### src/rtl/ptr_sync_pkg.sv
// Shared types and helpers for the gray-pointer synchroniser family.
// Width-generic conversions operate on a 32-bit container masked to the live width.
package ptr_sync_pkg;

    localparam int STAGES_MIN = 2;
    localparam int STAGES_MAX = 8;
    localparam int PTR_MAX_W  = 32;

    typedef logic [PTR_MAX_W-1:0] ptr_max_t;

    typedef enum logic {
        WARM = 1'b0,
        RUN  = 1'b1
    } sync_state_t;

    function automatic ptr_max_t width_mask(input int width);
        ptr_max_t m;
        m = '0;
        for (int i = 0; i < PTR_MAX_W; i++) begin
            if (i < width) m[i] = 1'b1;
        end
        return m;
    endfunction

    // Binary bit i is the XOR of all gray bits at or above i.
    function automatic ptr_max_t gray2bin(input ptr_max_t g, input int width);
        ptr_max_t gm;
        ptr_max_t b;
        gm = g & width_mask(width);
        b  = gm;
        for (int i = 1; i < PTR_MAX_W; i++) begin
            b = b ^ (gm >> i);
        end
        return b;
    endfunction

    function automatic ptr_max_t bin2gray(input ptr_max_t b, input int width);
        ptr_max_t bm;
        bm = b & width_mask(width);
        return bm ^ (bm >> 1);
    endfunction

endpackage

### src/rtl/ptr_sync_sync_chain.sv
// Generic WIDTH x STAGES synchroniser flop chain with asynchronous active-high reset.
// Reused for both pointer directions and for single-bit control crossings.
module sync_chain
    import ptr_sync_pkg::*;
#(
    parameter int WIDTH  = 1,
    parameter int STAGES = 2
) (
    input  logic             clk,
    input  logic             rst,
    input  logic [WIDTH-1:0] d,
    output logic [WIDTH-1:0] q
);

    if (STAGES < STAGES_MIN || STAGES > STAGES_MAX) begin : g_bad_stages
        $error("sync_chain: STAGES must be within 2..8");
    end

    // First stage is the metastability catcher; CDC tooling keys off this attribute.
    (* ASYNC_REG = "TRUE" *) logic [WIDTH-1:0] meta;
    logic [STAGES-2:0][WIDTH-1:0] settle;

    always_ff @(posedge clk or posedge rst) begin
        if (rst) begin
            meta   <= '0;
            settle <= '0;
        end else begin
            meta      <= d;
            settle[0] <= meta;
            for (int i = 1; i < STAGES - 1; i++) begin
                settle[i] <= settle[i-1];
            end
        end
    end

    assign q = settle[STAGES-2];

endmodule

### src/rtl/ptr_sync.sv
// Gray pointer synchroniser into rclk with binary conversion, per-cycle advance and
// warm-up gating. Optional jump checker enabled by PTR_SYNC_JUMP_CHK_EN.
module ptr_sync
    import ptr_sync_pkg::*;
#(
    parameter int ADDRSIZE = 4,
    parameter int STAGES   = 2
) (
    input  logic                rclk,
    input  logic                rrst,
    input  logic [ADDRSIZE:0]   gptr,
    input  logic                err_clr,
    output logic [ADDRSIZE:0]   sync_gray,
    output logic [ADDRSIZE:0]   sync_bin,
    output logic [ADDRSIZE:0]   delta,
    output logic                moved,
    output logic                sync_vld,
    output logic                err
);

    localparam int W     = ADDRSIZE + 1;
    localparam int DEPTH = 1 << ADDRSIZE;
    localparam int CNT_W = $clog2(STAGES + 2);
    localparam logic [CNT_W-1:0] WARM_LAST = CNT_W'(STAGES);

    if (STAGES < STAGES_MIN || STAGES > STAGES_MAX) begin : g_bad_stages
        $error("ptr_sync: STAGES must be within 2..8");
    end
    if (ADDRSIZE < 1 || ADDRSIZE > PTR_MAX_W - 2) begin : g_bad_addrsize
        $error("ptr_sync: ADDRSIZE out of supported range");
    end

    sync_state_t      state;
    logic [CNT_W-1:0] warm_cnt;
    logic [W-1:0]     new_bin;
    logic [W-1:0]     delta_next;

    sync_chain #(
        .WIDTH  (W),
        .STAGES (STAGES)
    ) u_gray_sync (
        .clk (rclk),
        .rst (rrst),
        .d   (gptr),
        .q   (sync_gray)
    );

    always_comb begin
        new_bin    = W'(gray2bin(ptr_max_t'(sync_gray), W));
        delta_next = new_bin - sync_bin;
    end

    // sync_bin tracks from the first edge so the previous-bin register is settled
    // by the time RUN starts reporting deltas.
    always_ff @(posedge rclk or posedge rrst) begin
        if (rrst) begin
            state    <= WARM;
            warm_cnt <= '0;
            sync_bin <= '0;
            delta    <= '0;
            moved    <= 1'b0;
            sync_vld <= 1'b0;
        end else begin
            sync_bin <= new_bin;
            case (state)
                WARM: begin
                    delta    <= '0;
                    moved    <= 1'b0;
                    warm_cnt <= warm_cnt + 1'b1;
                    if (warm_cnt == WARM_LAST) begin
                        state    <= RUN;
                        sync_vld <= 1'b1;
                    end
                end
                RUN: begin
                    delta <= delta_next;
                    moved <= |delta_next;
                end
                default: begin
                    state    <= WARM;
                    warm_cnt <= '0;
                    sync_vld <= 1'b0;
                end
            endcase
        end
    end

`ifdef PTR_SYNC_JUMP_CHK_EN
    logic jump;

    assign jump = (state == RUN) && (delta_next > W'(DEPTH));

    // A fresh violation outranks a clear arriving on the same edge.
    always_ff @(posedge rclk or posedge rrst) begin
        if (rrst) begin
            err <= 1'b0;
        end else if (jump) begin
            err <= 1'b1;
        end else if (err_clr) begin
            err <= 1'b0;
        end
    end
`else
    logic unused_err_clr;

    assign unused_err_clr = err_clr;
    assign err            = 1'b0;
`endif

endmodule

### config.mk
export PLATFORM = sky130hd
export DESIGN_NAME = ptr_sync
export DESIGN_NICKNAME = d
export VERILOG_FILES = /design/src/rtl/ptr_sync_pkg.sv /design/src/rtl/ptr_sync_sync_chain.sv /design/src/rtl/ptr_sync.sv
export SDC_FILE = /design/constraint.sdc
export NUM_CORES = 1
export LEC_CHECK = 0
export ABC_CLOCK_PERIOD_IN_PS = 4019
export BUFFER_PORTS_ARGS = -buffer_cell sky130_fd_sc_hd__buf_4
export CAP_MARGIN = 20
export CORE_MARGIN = 1
export CORE_UTILIZATION = 53
export DETAILED_ROUTE_END_ITERATION = 16
export PLACE_DENSITY = 0.9
export SLEW_MARGIN = 20
export SYNTH_ARGS = -nofsm -noshare
export SYNTH_HDL_FRONTEND = slang
export SYNTH_SLANG_ARGS = --single-unit
### constraint.sdc
create_clock -name rclk -period 4.02 [get_ports rclk]
set_input_delay 0.201 -clock rclk [delete_from_list [all_inputs] [get_ports rclk]]
set_output_delay 0.201 -clock rclk [all_outputs]
set_load 0.005 [all_outputs]
==> run_results.csv <==
group,metric,value,unit
finish,num_antenna_cells,0,
finish,nets,114,
power_and_ir_drop,p_int,0.000431,W
drt,drtPass1Iterations,4,
timing,rsz0062_at_grt,"no",
finish,final_cell_mix,"25 x dfrtp_1, 23 x buf_4, 8 x inv_1, 5 x ha_1, 5 x dlygate4sd3_1",
timing,slew_violations,0,
timing,tns,0,ns
yosys,synth.area.top_cells,"dfrtp_1 64%, ha_1 6.4%, xnor2_1 3.6%",
clock_network,cts_buffers,3,
global_route,grt_pass1_wl,2160,um
drt,drtIter0Drc,4,
worst_setup_path,path_depth,11,
drt,drt-vias-per-instance,4.54,
die,num_rows,15,
drt,wl_per_cell,11.0,um
power_and_ir_drop,switchingPower,0.000164,W
timing,fin_crit,2.84,ns
clock_network,cts_max_level,1,
run,maxCapViolations,0,
timing,whs,0.0593,ns
drt,drc,0,
worst_setup_path,timing.rr.end,"moved$_DFF_PP0_",
die,initial_core_util,0.562,
worst_setup_path,r2r_cells,11,
finish,fill_cells,130,
worst_setup_path,startpoint,"u_gray_sync.q[4]$_DFF_PP0_",
yosys,synth-seq-cells,25,
worst_setup_path,timing.rr.start,"u_gray_sync.q[4]$_DFF_PP0_",
timing,slew_headroom,0.408,
power_and_ir_drop,switching_share,0.276,
power_and_ir_drop,power.density,482,nW/um^2
worst_setup_path,worstPathRequired,4.22,ns
drt,totalWireLength,1370,um
worst_hold_path,holdCritPathClass,"in2async",
clock_network,worst_skew_pair.late_latency,0.31,ns
timing,period_share,0.706,
worst_setup_path,critical_path_buf_inv_count,1,
place,gp_congestion,0.689,
yosys,syn-cell-area,971,um^2
global_route,antenna_found_initial,0,
yosys,syn_nets,84,
timing,worst_slew_pin_slew,0.887,ns
die,die_y,44.8,um
worst_setup_path,end_kind,"register",
yosys,synth_area_per_cell,13.9,um^2
worst_setup_path,crit_family,"XOR/XNOR gates",
clock_network,cts_resized,0,
die,pin_count,26,
worst_setup_path,path_common_cell,"xor2_2",
place,dpl.hpwl,1000,um
yosys,ys.warnings.count,0,
yosys,yosysTopAreaCellShare,0.644,
power_and_ir_drop,comb_power_share,0.303,
worst_setup_path,cp.arrival,3.04,ns
clock_network,cts_buffer_depth,2,
clock_network,clockRootBuffer,"clkbuf_4",
die,die_area,2010,um^2
yosys,synth_largest_area_cell,"dfrtp_1",
clock_network,clock_sinks,25,
die,coreArea,1730,um^2
outcome,outcome,"completed",
power_and_ir_drop,p_leak,0.604,nW
worst_setup_path,crit_path_max_incr_delay,0.46,ns
timing,clock_skew,0.00655,ns
finish,final_common_cell,"dfrtp_1",
finish,syn2layout_area_growth,27.3,%
power_and_ir_drop,seqPwrFrac,0.513,
power_and_ir_drop,vdd.ir_drop.worst,0.260,mV
global_route,grt_max_degree,26,
worst_setup_path,start_kind,"register",
clock_network,post_cts_buffers,0,
die,die_w,44.8,um
drt,postRouteAntennaNets,0,
worst_setup_path,rrSetupSlack,1.18,ns
worst_setup_path,path_class,"reg2reg",
global_route,grt_pass1_vias,536,
drt,via_count,563,
timing,timing.fmax,0.353,GHz
yosys,synth_seq_area_share,0.644,
clock_network,clkTransAtPathRegs,0.13,ns
yosys,ys_types,20,
worst_setup_path,cp_max_fo,4,
yosys,netlist_instances,70,
worst_setup_path,critical-path-slowest-cell,"dfrtp_1",
place,io_buffer_count,23,
timing,setup_viol,0,
worst_setup_path,cp-endpoint,"moved$_DFF_PP0_",
timing,hold_viol,0,
worst_setup_path,path_cells,"xor2_2 -> xor2_2 -> xnor2_2 -> xor2_1 -> ha_1 -> inv_1 -> fa_1 -> a21o_1 -> a21oi_1 -> xnor2_1 -> o41a_1",
power_and_ir_drop,pwr-share-clk,0.185,
clock_network,cts_tree,"yes",
global_route,grt_overflow,0,
finish,drive_gt1_frac,0.313,
global_route,grt_use_total,0.165,
==> power groups by stage <==
stage	Sequential (W)	Combinational (W)	Clock, W
after floorplan	0.000314	0.0000959	0
after global placement	0.000309	0.000171	0
after detailed placement	0.000312	0.000179	0
after CTS	0.000306	0.000183	0.000115
after global routing	0.000310	0.000205	0.000124
final	0.000305	0.000180	0.000110
==> through the flow <==
step                       util  std cells  area, um^2  power [W]  setup WS [ns]
after global placement    0.670        115        1160   0.000480           1.27
after CTS                 0.716        124        1240   0.000604           1.15
after floorplan               -         70         971   0.000410           1.41
after global routing      0.716        124        1240   0.000639          0.943
after detailed placement  0.670        115        1160   0.000490           1.19
final                     0.716        124        1240   0.000596           1.18
==> synthesized netlist by cell type <==
master,count
xor2_1,3
nand2_1,1
a21o_1,2
conb_1,1
o21ai_0,1
buf_4,2
dfrtp_1,25
a21oi_1,2
and2_1,4
xor2_2,2
xnor2_2,1
xnor2_1,4
clkbuf_1,1
ha_1,5
nor2_1,3
fa_1,1
nand2b_1,2
o41a_1,1
inv_1,8
or2_2,1
==> kinds of logic after synthesis <==
kind of cell	Yosys count	share of synthesized area
flip-flops	25	0.644
adder cells (fa/ha/maj)	6	0.0851
buffers and inverters	11	0.0503
other	1	0.00386
AO/OA/AOI/OAI	6	0.0425
AND/OR/NAND/NOR	11	0.0606
XOR/XNOR	10	0.113
==> flip-flops by register name, summed over array words and instances, names as in the netlist <==
name / flops
u_gray_sync.q: 5
warm_cnt: 2
u_gray_sync.meta: 5
sync_bin: 5
delta: 5
state: 1
moved: 1
sync_vld: 1
==> worst min path at each step <==
stage                     startpoint                            end  slack, ns  cells past startpoint
final                           rrst  u_gray_sync.meta[2]$_DFF_PP0_       0.06                      2
after global routing            rrst  u_gray_sync.meta[2]$_DFF_PP0_       0.14                      2
after CTS                       rrst  u_gray_sync.meta[1]$_DFF_PP0_       0.08                      2
after detailed placement     gptr[3]  u_gray_sync.meta[3]$_DFF_PP0_       0.31                      1
after global placement       gptr[4]  u_gray_sync.meta[4]$_DFF_PP0_       0.31                      1
after floorplan                 rrst             delta[0]$_DFF_PP0_       0.23                      1
==> routing by layer <==
layer,up-vias,track usage,part of all wire
met5,-,0,0
met4,0,0.0727,0.0051
met3,2,0.0600,0.056
met2,18,0.285,0.56
met1,274,0.181,0.38
li1,269,-,-
==> cell type report <==
class                   count  area (um^2)  share of cell area
inverters                   8         30.0              0.0243
well taps                  25         31.3              0.0253
clock buffers               3         22.5              0.0182
multi-input cells          34          297               0.240
flip-flops and latches     25          626               0.506
clock inverters             1         7.51             0.00607
repair buffers             28          223               0.180
==> repair_timing <==
item | CTS | global route
endpoints found under the setup margin | 0 | 0
endpoints found under the hold margin | 5 | 0
hold buffers | 5 | 0
==> worst register-to-register path, delay by kind of cell, from the launching register on <==
kind	cells	cell delay (ns)
buf+inv	1	0.05
xor+xnor	5	0.96
compound gates	3	0.70
fa+ha+maj	2	0.56
flops	1	0.46
Note: power is estimated with default switching activity, not from simulation.
